===== src/rtl/pokey_pkg.sv =====
// Shared constants for the POKEY register slice: register offsets inside the
// 16-byte window, reset values and polynomial-counter tap positions.
// Imported by pokey_lfsr and pokey_regs.
package pokey_pkg;

  // Write-side offsets
  localparam logic [3:0] AUDF1_OFF  = 4'h0;
  localparam logic [3:0] AUDC1_OFF  = 4'h1;
  localparam logic [3:0] AUDF2_OFF  = 4'h2;
  localparam logic [3:0] AUDC2_OFF  = 4'h3;
  localparam logic [3:0] AUDF3_OFF  = 4'h4;
  localparam logic [3:0] AUDC3_OFF  = 4'h5;
  localparam logic [3:0] AUDF4_OFF  = 4'h6;
  localparam logic [3:0] AUDC4_OFF  = 4'h7;
  localparam logic [3:0] AUDCTL_OFF = 4'h8;
  localparam logic [3:0] STIMER_OFF = 4'h9;
  localparam logic [3:0] IRQEN_OFF  = 4'hE;
  localparam logic [3:0] SKCTL_OFF  = 4'hF;

  // Read-side offsets (share addresses with write-only registers)
  localparam logic [3:0] RANDOM_OFF = 4'hA;
  localparam logic [3:0] IRQST_OFF  = 4'hE;
  localparam logic [3:0] SKSTAT_OFF = 4'hF;

  // Reset values
  localparam logic [7:0]  REG_RST   = 8'h00;
  localparam logic [2:0]  IRQST_RST = 3'b111;   // active-low status, all clear
  localparam logic [7:0]  OPEN_BUS  = 8'hFF;    // unmapped reads
  localparam logic [16:0] LFSR_SEED = 17'h1FFFF;

  // Polynomial taps
  localparam int LFSR17_TAP_A = 16;
  localparam int LFSR17_TAP_B = 11;
  localparam int LFSR9_TAP_A  = 8;
  localparam int LFSR9_TAP_B  = 3;

endpackage


===== src/rtl/pokey_lfsr.sv =====
// Purpose: 17/9-bit polynomial counter feeding the RANDOM register.
// Latency: free-running, shifts every clk179; random is a view of the state.
// Backpressure: none. Ports: clk179/init_L, mode9 (AUDCTL[7]), hold
// (SKCTL init), random (8-bit byte presented to the read mux).
module pokey_lfsr
  import pokey_pkg::*;
(
  input  logic       clk179,
  input  logic       init_L,
  input  logic       mode9,
  input  logic       hold,
  output logic [7:0] random
);

  logic [16:0] lfsr;

  always_ff @(posedge clk179 or negedge init_L) begin
    if (!init_L) begin
      lfsr <= LFSR_SEED;
    end else if (hold) begin
      lfsr <= LFSR_SEED;
    end else if (mode9) begin
      // Only the low 9 bits circulate; upper bits freeze so that a mode
      // switch continues from the existing state rather than reseeding.
      lfsr[8:0] <= {lfsr[7:0], lfsr[LFSR9_TAP_A] ^ lfsr[LFSR9_TAP_B]};
    end else begin
      lfsr <= {lfsr[15:0], lfsr[LFSR17_TAP_A] ^ lfsr[LFSR17_TAP_B]};
    end
  end

  assign random = mode9 ? lfsr[8:1] : lfsr[16:9];

endmodule


===== src/rtl/pokey_regs.sv =====
// Purpose: CPU register file for POKEY ($D2xx): AUDF/AUDC/AUDCTL latches,
//   RANDOM, IRQ status/enable and IRQ_L. Build with POKEY_MIRROR_EN to
//   mirror the 16 registers across the whole $D2xx page.
// Latency: writes land on the next edge; dout/rd_hit valid one cycle after
//   the strobe; irq_L follows a status change by one cycle.
// Backpressure: none, every strobed access completes in one cycle.
// Ports: clk179/init_L, bus_valid/addr/rw/din (CPU bus), dout/rd_hit (read
//   return), AUDF1-4/AUDC1-4/AUDCTL (to pokeyaudio), stimer pulse,
//   timer_ev (underflows of timers 1,2,4), irq_L.
module pokey_regs
  import pokey_pkg::*;
#(
  parameter logic [15:0] BASE_ADDR  = 16'hD200,
  parameter logic [7:0]  SKSTAT_VAL = 8'hFF
) (
  input  logic        clk179,
  input  logic        init_L,
  input  logic        bus_valid,
  input  logic [15:0] addr,
  input  logic        rw,
  input  logic [7:0]  din,
  output logic [7:0]  dout,
  output logic        rd_hit,
  output logic [7:0]  AUDF1,
  output logic [7:0]  AUDF2,
  output logic [7:0]  AUDF3,
  output logic [7:0]  AUDF4,
  output logic [7:0]  AUDC1,
  output logic [7:0]  AUDC2,
  output logic [7:0]  AUDC3,
  output logic [7:0]  AUDC4,
  output logic [7:0]  AUDCTL,
  output logic        stimer,
  input  logic [2:0]  timer_ev,
  output logic        irq_L
);

  logic       hit;
  logic       wr;
  logic       rd;
  logic [3:0] idx;
  logic [2:0] irqen;       // only timer 1/2/4 enables have any effect
  logic [2:0] irqen_nxt;
  logic [2:0] irqst;       // active-low, bit i cleared by timer_ev[i]
  logic [2:0] irqst_nxt;
  logic [1:0] skctl;       // only the init bits are consumed here
  logic [7:0] random;
  logic [7:0] rdata;

`ifdef POKEY_MIRROR_EN
  assign hit = bus_valid & (addr[15:8] == BASE_ADDR[15:8]);
`else
  assign hit = bus_valid & (addr[15:4] == BASE_ADDR[15:4]);
`endif

  assign wr  = hit & ~rw;
  assign rd  = hit & rw;
  assign idx = addr[3:0];

  pokey_lfsr u_lfsr (
    .clk179 (clk179),
    .init_L (init_L),
    .mode9  (AUDCTL[7]),
    .hold   (skctl == 2'b00),
    .random (random)
  );

  // The enable value being written this cycle decides whether a
  // coincident timer event latches, and a cleared enable wins over an event.
  always_comb begin
    irqen_nxt = irqen;
    if (wr && idx == IRQEN_OFF) begin
      irqen_nxt = din[2:0];
    end
    irqst_nxt = irqst;
    for (int i = 0; i < 3; i++) begin
      if (!irqen_nxt[i]) begin
        irqst_nxt[i] = 1'b1;
      end else if (timer_ev[i]) begin
        irqst_nxt[i] = 1'b0;
      end
    end
  end

  always_comb begin
    rdata = OPEN_BUS;
    case (idx)
      RANDOM_OFF: rdata = random;
      IRQST_OFF:  rdata = {5'b11111, irqst};
      SKSTAT_OFF: rdata = SKSTAT_VAL;
      default:    rdata = OPEN_BUS;
    endcase
  end

  always_ff @(posedge clk179 or negedge init_L) begin
    if (!init_L) begin
      AUDF1  <= REG_RST;
      AUDF2  <= REG_RST;
      AUDF3  <= REG_RST;
      AUDF4  <= REG_RST;
      AUDC1  <= REG_RST;
      AUDC2  <= REG_RST;
      AUDC3  <= REG_RST;
      AUDC4  <= REG_RST;
      AUDCTL <= REG_RST;
      skctl  <= 2'b00;
      irqen  <= 3'b000;
      irqst  <= IRQST_RST;
      stimer <= 1'b0;
      dout   <= REG_RST;
      rd_hit <= 1'b0;
      irq_L  <= 1'b1;
    end else begin
      if (wr) begin
        case (idx)
          AUDF1_OFF:  AUDF1  <= din;
          AUDC1_OFF:  AUDC1  <= din;
          AUDF2_OFF:  AUDF2  <= din;
          AUDC2_OFF:  AUDC2  <= din;
          AUDF3_OFF:  AUDF3  <= din;
          AUDC3_OFF:  AUDC3  <= din;
          AUDF4_OFF:  AUDF4  <= din;
          AUDC4_OFF:  AUDC4  <= din;
          AUDCTL_OFF: AUDCTL <= din;
          SKCTL_OFF:  skctl  <= din[1:0];
          default:    ;
        endcase
      end
      irqen  <= irqen_nxt;
      irqst  <= irqst_nxt;
      stimer <= wr && (idx == STIMER_OFF);
      rd_hit <= rd;
      if (rd) begin
        dout <= rdata;
      end
      // Built from the registered status, so irq_L trails it by one cycle.
      irq_L <= ~|(~irqst & irqen);
    end
  end

endmodule


===== config.mk =====
export PLATFORM = sky130hd
export DESIGN_NAME = pokey_regs
export DESIGN_NICKNAME = d
export VERILOG_FILES = /design/src/rtl/pokey_pkg.sv /design/src/rtl/pokey_lfsr.sv /design/src/rtl/pokey_regs.sv
export SDC_FILE = /design/constraint.sdc
export NUM_CORES = 1
export LEC_CHECK = 0
export CAP_MARGIN = 20
export CORE_MARGIN = 2
export CORE_UTILIZATION = 52
export CTS_CLUSTER_DIAMETER = 50
export CTS_CLUSTER_SIZE = 24
export DETAILED_ROUTE_END_ITERATION = 8
export PLACE_DENSITY = 0.82
export REMOVE_ABC_BUFFERS = 1
export SLEW_MARGIN = 20
export SYNTH_ARGS = -nofsm -noshare
export SYNTH_HDL_FRONTEND = slang
export SYNTH_HIERARCHICAL = 1
export SYNTH_SLANG_ARGS = --single-unit

===== constraint.sdc =====
create_clock -name clk179 -period 1.83 [get_ports clk179]
set_clock_uncertainty 0.1 [all_clocks]
set_input_delay 0.366 -clock clk179 [delete_from_list [all_inputs] [get_ports clk179]]
set_output_delay 0.366 -clock clk179 [all_outputs]
set_load 0.005 [all_outputs]

======== Yosys cells after proc, flatten, opt, wreduce, memory -nomap -nowiden ========
Cells that the tools add are included.
word-level totals
  register bits after elaboration ......... 108
  latch bits .............................. 0
  memory bits (writable) .................. 0
  memory bits (read-only) ................. 0
  input port bits ......................... 31
  output and inout bits ................... 83
  word-level logic and storage cells ...... 73
  memories kept ........................... 0
cells by class
  $add $sub $neg .......................... 0
  multiply operators ...................... 0
  divide/modulo/power cells ............... 0
  order comparisons ....................... 0
  equal/unequal tests ..................... 17
  shift-type cells ........................ 0
  multiplexer cells ....................... 12
  bitwise gates (word level) .............. 8
  reductions and logical operators ........ 16
operator list
  kind                                            count
  == test 4 bit (second input constant)           5
  AND reduction 2 bit                             10
  2-to-1 mux 17 bit                               1
  == test 4 x 3 -> 1 bit (second input constant)  4
  2-to-1 mux 8 bit                                2
  one-hot mux 8 bit (2 select lines)              1
  == test 12 bit (second input constant)          1
  == test 4 x 2 -> 1 bit (second input constant)  2
  2-to-1 mux 1 bit                                7
  != test 2 bit (second input constant)           3
  == test 4 x 1 -> 1 bit (second input constant)  1
  logical NOT 4 bit                               1
  bitwise AND 1 bit                               3
  bitwise AND 3 bit                               1
  2-to-1 mux 3 bit                                1
  NOT 3 bit                                       1
  OR reduction 3 bit                              1
  logical AND 1 bit                               2
  logical NOT 2 bit                               1
  != test 2 x 1 -> 1 bit (second input constant)  1
  bitwise XOR 1 bit                               2
  logical NOT 1 bit                               1
  NOT 1 bit                                       1

======== Logic depth before layout (Yosys ltp) ========
  depth in word-level cells ............... 6
  depth in mapped cells ................... 6
  depth with buffers taken out ............ 4

======== Hierarchy ========
The synthesis kept the hierarchy.
by module, submodules not included
  module      instances  cells each  area each (um2)  sequential area each (um2)
  pokey_regs  1          241         3641.0           2282.2
  pokey_lfsr  1          72          754.5            446.7

======== Least setup slack after synthesis ========
Ideal clock, no wire load.
  kind .................................... input-to-reg
  start ................................... input port addr[5]
  end ..................................... register AUDC4[3]
  library setup time ...................... 125 ps
  arrival time ............................ 1969 ps
  data required time ...................... 1605 ps
  setup slack ............................. -364 ps
  cell stages on the path ................. 5
  path buffers ............................ 1
  cells stage by stage .................... or4_4 -> nor4_4 -> and4_1 -> buf_2 -> mux2_2
on the way
  word-level cells in the longest chain between the ends .. 4
ends and longest elaborated chain
  element                               RTL line           RTL
  from (decl)                           pokey_regs.sv:19   input logic [15:0] addr,
  == test 12 bit                        pokey_regs.sv:53   assign hit = bus_valid & (addr[15:4] == BASE_ADDR[15:4]);
  bitwise AND 1 bit                     pokey_regs.sv:53
  bitwise AND 1 bit                     pokey_regs.sv:56   assign wr = hit & ~rw;
  AND reduction 2 bit (no source line)  --
  to (signal assigned)                  pokey_regs.sv:123  AUDC4_OFF: AUDC4 <= din;
  to (decl)                             pokey_regs.sv:31   output logic [7:0] AUDC4,
Every way passes these cells.
A chain may end at the register's enable or synchronous reset.

======== Worst setup path in the final report ========
  start ................................... input port addr[6]
  end ..................................... register AUDC4[0]
Same word-level chain as after synthesis.

==> impl_results.md <==
* Run status: complete, but fails checks
* Violations in the final reports: negative setup slack
* GRT Resource Usage Total at 0.239
* Clock Sink Count at approximately 110
* Worst reg2reg startpoint: AUDCTL[7]$_DFFE_PN0P_
* Total Wirelength at 10,000 µm
* Placeable Area at 8220 µm²
* Post-synth EDFFs at 0
* I/O pin count at 114
* Initial DRT Pass Iterations at 4
* Critical-path cell list: buf_6, or4_4, nor4_4, and4_1, buf_6, mux2_4
* Top cell types by occurrence after synthesis: sky130_fd_sc_hd__dfrtp_1 (87), sky130_fd_sc_hd__mux2_2 (75), sky130_fd_sc_hd__nand2_1 (25), sky130_fd_sc_hd__dfstp_2 (21), sky130_fd_sc_hd__nor2_1 (15)
* Crit path from: addr[6]
* Root buffer cell: sky130_fd_sc_hd__clkbuf_8
* Worst relative slew slack at 0.642
* Pin slew with the least headroom to its limit at about 0.54 ns
* Worst stage delay on the critical path at approximately 0.55 ns
* Endpoint of the worst-slack reg-to-reg timing path: dout[7]$_DFFE_PN0P_
* Final net count at 486
* Placer Congestion at between 0.7 and 0.8
* Setup slack, reg-to-reg at approximately 0.48 ns
* Vias/cell at 5.26
* Worst reg2reg path depth at 4
* Async set-or-reset flop fraction in the synthesized netlist at 1.00
* Number of cells produced by synthesis at 313
* Path type of the worst setup path: primary input to flop
* Number of max-cap violations at 0
* Layout cells sized above 1 at 0.376
* Most used flip-flop cell after synthesis: sky130_fd_sc_hd__dfrtp_1
* Required time reported for the critical path endpoint at roughly 2.0 ns
* WL per Instance at about 18 µm
* Clock latency on the worst-skew pair at about 0.36 ns
* Sequential area share after synthesis at 0.621
* Most common cell in the synthesized netlist: sky130_fd_sc_hd__dfrtp_1
* Synth cell types at 35
* Half-perimeter wire length of the detailed placement result at a little over 7000 µm
* Diodes inserted at 0
* Total negative setup slack at -0.914 ns
* Die area at about 9200 µm²
* Critical path endpoint category: flop
* CTS max path bufs at 2
* Hold violation total from the final report at 0
* Floorplan die width at 95.9 µm
* Power density relative to cell area at 652 nW/µm²
* Detailed Route Iter0 Violations at 61
* Yosys Warn Count at 6
* Library cell appearing most often on the critical path: sky130_fd_sc_hd__buf_6
* Largest net degree at the start of global routing at 34
* Initial standard-cell utilization of the core at 0.535
* Synth Cell Area at around 4400 µm²
* Global-route wire length before repair at between 15,000 and 20,000 µm
* Critical-path cell with the highest stage delay: sky130_fd_sc_hd__or4_4
* Via count of the first global-routing pass at roughly 3,300
* Maximum fanout along the worst path at 8
* Post-route DRC at 0
* CTS buffer count at 9
* Min-delay worst type: flop to flop
* Cell accounting for the most synthesized area: sky130_fd_sc_hd__dfrtp_1
* Cell depth of the worst min-delay path at 1
* H-tree levels at 3
* Count of endpoints failing setup in the final report at 44
* End point of the critical path: AUDC4[0]$_DFFE_PN0P_
* Max VDD drop at roughly 0.59 mV
* Total of buffers placed on input and output ports at about 110
* Static Leak at between 2 and 3 nW
* Max Fclk at around 0.53 GHz
* Time the final worst path needs with I/O delays and setup at 1.90 ns
* Final Max Slew Viols at 0
* Clock transition at the register clock pins on the worst setup and hold paths after CTS at between 0.1 and 0.15 ns
* Syn Area/Cell at about 14 µm²
* RSZ-0062 raised after global routing: yes
* Synth top area cells: sky130_fd_sc_hd__dfrtp_1 (50%), sky130_fd_sc_hd__mux2_2 (19%), sky130_fd_sc_hd__dfstp_2 (13%), sky130_fd_sc_hd__nand3_4 (2.4%), sky130_fd_sc_hd__nand2_1 (2.1%)
* CTS tree: built
* Total congestion overflow after global routing at 0
* Worst setup slack after layout at -0.0668 ns
* Share of the synthesized area in the top cell type at 0.495
* Core utilization of the finished layout at 0.735
* Die Ht at 95.9 µm
* Number of nets with antenna violations after detailed routing at 0
* Layout area overhead at 37.3%
* Antenna violations before repair at 0
* Startpoint kind of the worst setup timing path: primary input
* Site Rows at 33
* Synthesis-stage register bit count at roughly 110
* Data arrival time of the worst path at just over 2 ns
* Post-Place Worst Slack at -0.876 ns
* Final period utilization at 1.04
* Total via count after detailed routing at around 3,000
==> worst min path at each step <==
stage                start              endpoint  slack (ns)
finish                flop       irq_L$_DFF_PN1_        0.31
global route          flop       irq_L$_DFF_PN1_        0.36
detailed placement  init_L   dout[5]$_DFFE_PN0P_        0.22
floorplan           init_L  AUDC1[0]$_DFFE_PN0P_       -0.03
CTS                   flop       irq_L$_DFF_PN1_        0.32
global placement    init_L   dout[5]$_DFFE_PN0P_        0.22
==> repair_timing <==
action	CTS	global route
setup buffers	3	0
gates resized for setup	54	6
pin swaps	8	2
setup endpoints to repair	90	67
hold buffers	1	0
hold endpoints to repair	10	0
==> through the flow <==
| step | instances | power (W) | hold slack [ns] | cell area (µm²) |
|---|---|---|---|---|
| after floorplan | 303 | 0.00246 | -0.0296 | 4320 |
| final | 565 | 0.00394 | 0.312 | 6040 |
| after global placement | 545 | 0.00264 | 0.215 | 5780 |
| after global routing | 565 | 0.00409 | 0.365 | 6040 |
| after detailed placement | 545 | 0.00264 | 0.220 | 5780 |
| after CTS | 565 | 0.00399 | 0.316 | 6040 |
==> metal layers <==
layer  wire length [µm]  track usage  part of all wire
met5                  0            0                 0
met4                 96       0.0560            0.0096
met3                698       0.0979             0.070
met2               5220        0.410              0.52
met1               4000        0.280              0.40
==> state kept, by name, indices dropped and copies added (netlist names), named ones only <==
signal	count
AUDF1	8
stimer	1
skctl	2
AUDC4	8
AUDC3	8
AUDF2	8
u_lfsr/lfsr	17
AUDC2	8
rd_hit	1
AUDF4	8
AUDF3	8
dout	8
irq_L	1
AUDC1	8
irqst	3
AUDCTL	8
==> layout by cell type (no fill, tap or decap), types with 2 or more instances in the layout <==
master,instances
sky130_fd_sc_hd__clkdlybuf4s50_1,96
sky130_fd_sc_hd__dfrtp_1,87
sky130_fd_sc_hd__mux2_2,65
sky130_fd_sc_hd__nand2_1,25
sky130_fd_sc_hd__buf_4,25
sky130_fd_sc_hd__dfstp_2,21
sky130_fd_sc_hd__nor2_1,13
sky130_fd_sc_hd__a21oi_1,12
sky130_fd_sc_hd__mux2_4,10
sky130_fd_sc_hd__clkbuf_8,9
sky130_fd_sc_hd__or2_2,8
sky130_fd_sc_hd__nand3_4,7
sky130_fd_sc_hd__nand2b_1,7
sky130_fd_sc_hd__inv_1,6
sky130_fd_sc_hd__nor2b_1,5
sky130_fd_sc_hd__buf_2,5
sky130_fd_sc_hd__dlygate4sd2_1,5
sky130_fd_sc_hd__nand3_1,4
sky130_fd_sc_hd__o21ai_1,3
sky130_fd_sc_hd__o221ai_1,3
sky130_fd_sc_hd__o21ai_0,3
sky130_fd_sc_hd__o2bb2ai_1,3
sky130_fd_sc_hd__inv_6,3
sky130_fd_sc_hd__buf_6,3
sky130_fd_sc_hd__nand4_1,2
sky130_fd_sc_hd__or4_4,2
sky130_fd_sc_hd__clkinv_2,2
sky130_fd_sc_hd__clkdlybuf4s15_1,2
sky130_fd_sc_hd__clkbuf_2,2
sky130_fd_sc_hd__xnor2_1,2
==> worst max-delay path: cells and delay by family <==
family	cells	cell delay, ns
AND/OR/NAND/NOR	3	1.11
multiplexers	1	0.31
buffers and inverters	2	0.26
==> cells by family (layout without fill, tap and decap cells) <==
family / Yosys count / count (layout) / synth area share
AOI/OAI and AO/OA: 27 / 27 / 0.0384
xor gates and xnor gates: 2 / 2 / 0.00399
buffers and inverters: 16 / 163 / 0.0213
DFF: 108 / 108 / 0.621
muxes: 75 / 75 / 0.192
and+or+nand+nor: 85 / 85 / 0.123
==> power by group <==
group / total (W) / internal [W] / switching, W
clock: 0.00135 / 0.000518 / 0.000831
sequential: 0.00239 / 0.00239 / 0.000000592
combinational: 0.000201 / 0.0000840 / 0.000117
==> area by class of cell <==
| class | instances | area (µm²) |
|---|---|---|
| timing repair buffer | 141 | 1320 |
| multi-input combinational | 189 | 1650 |
| fill | 580 | 2180 |
| inverter | 6 | 22.5 |
| sequential | 108 | 2730 |
| clock buffer | 9 | 124 |
| tap | 105 | 131 |
| clock inverter | 7 | 56.3 |
No activity file was read; power rests on OpenSTA's default activity.
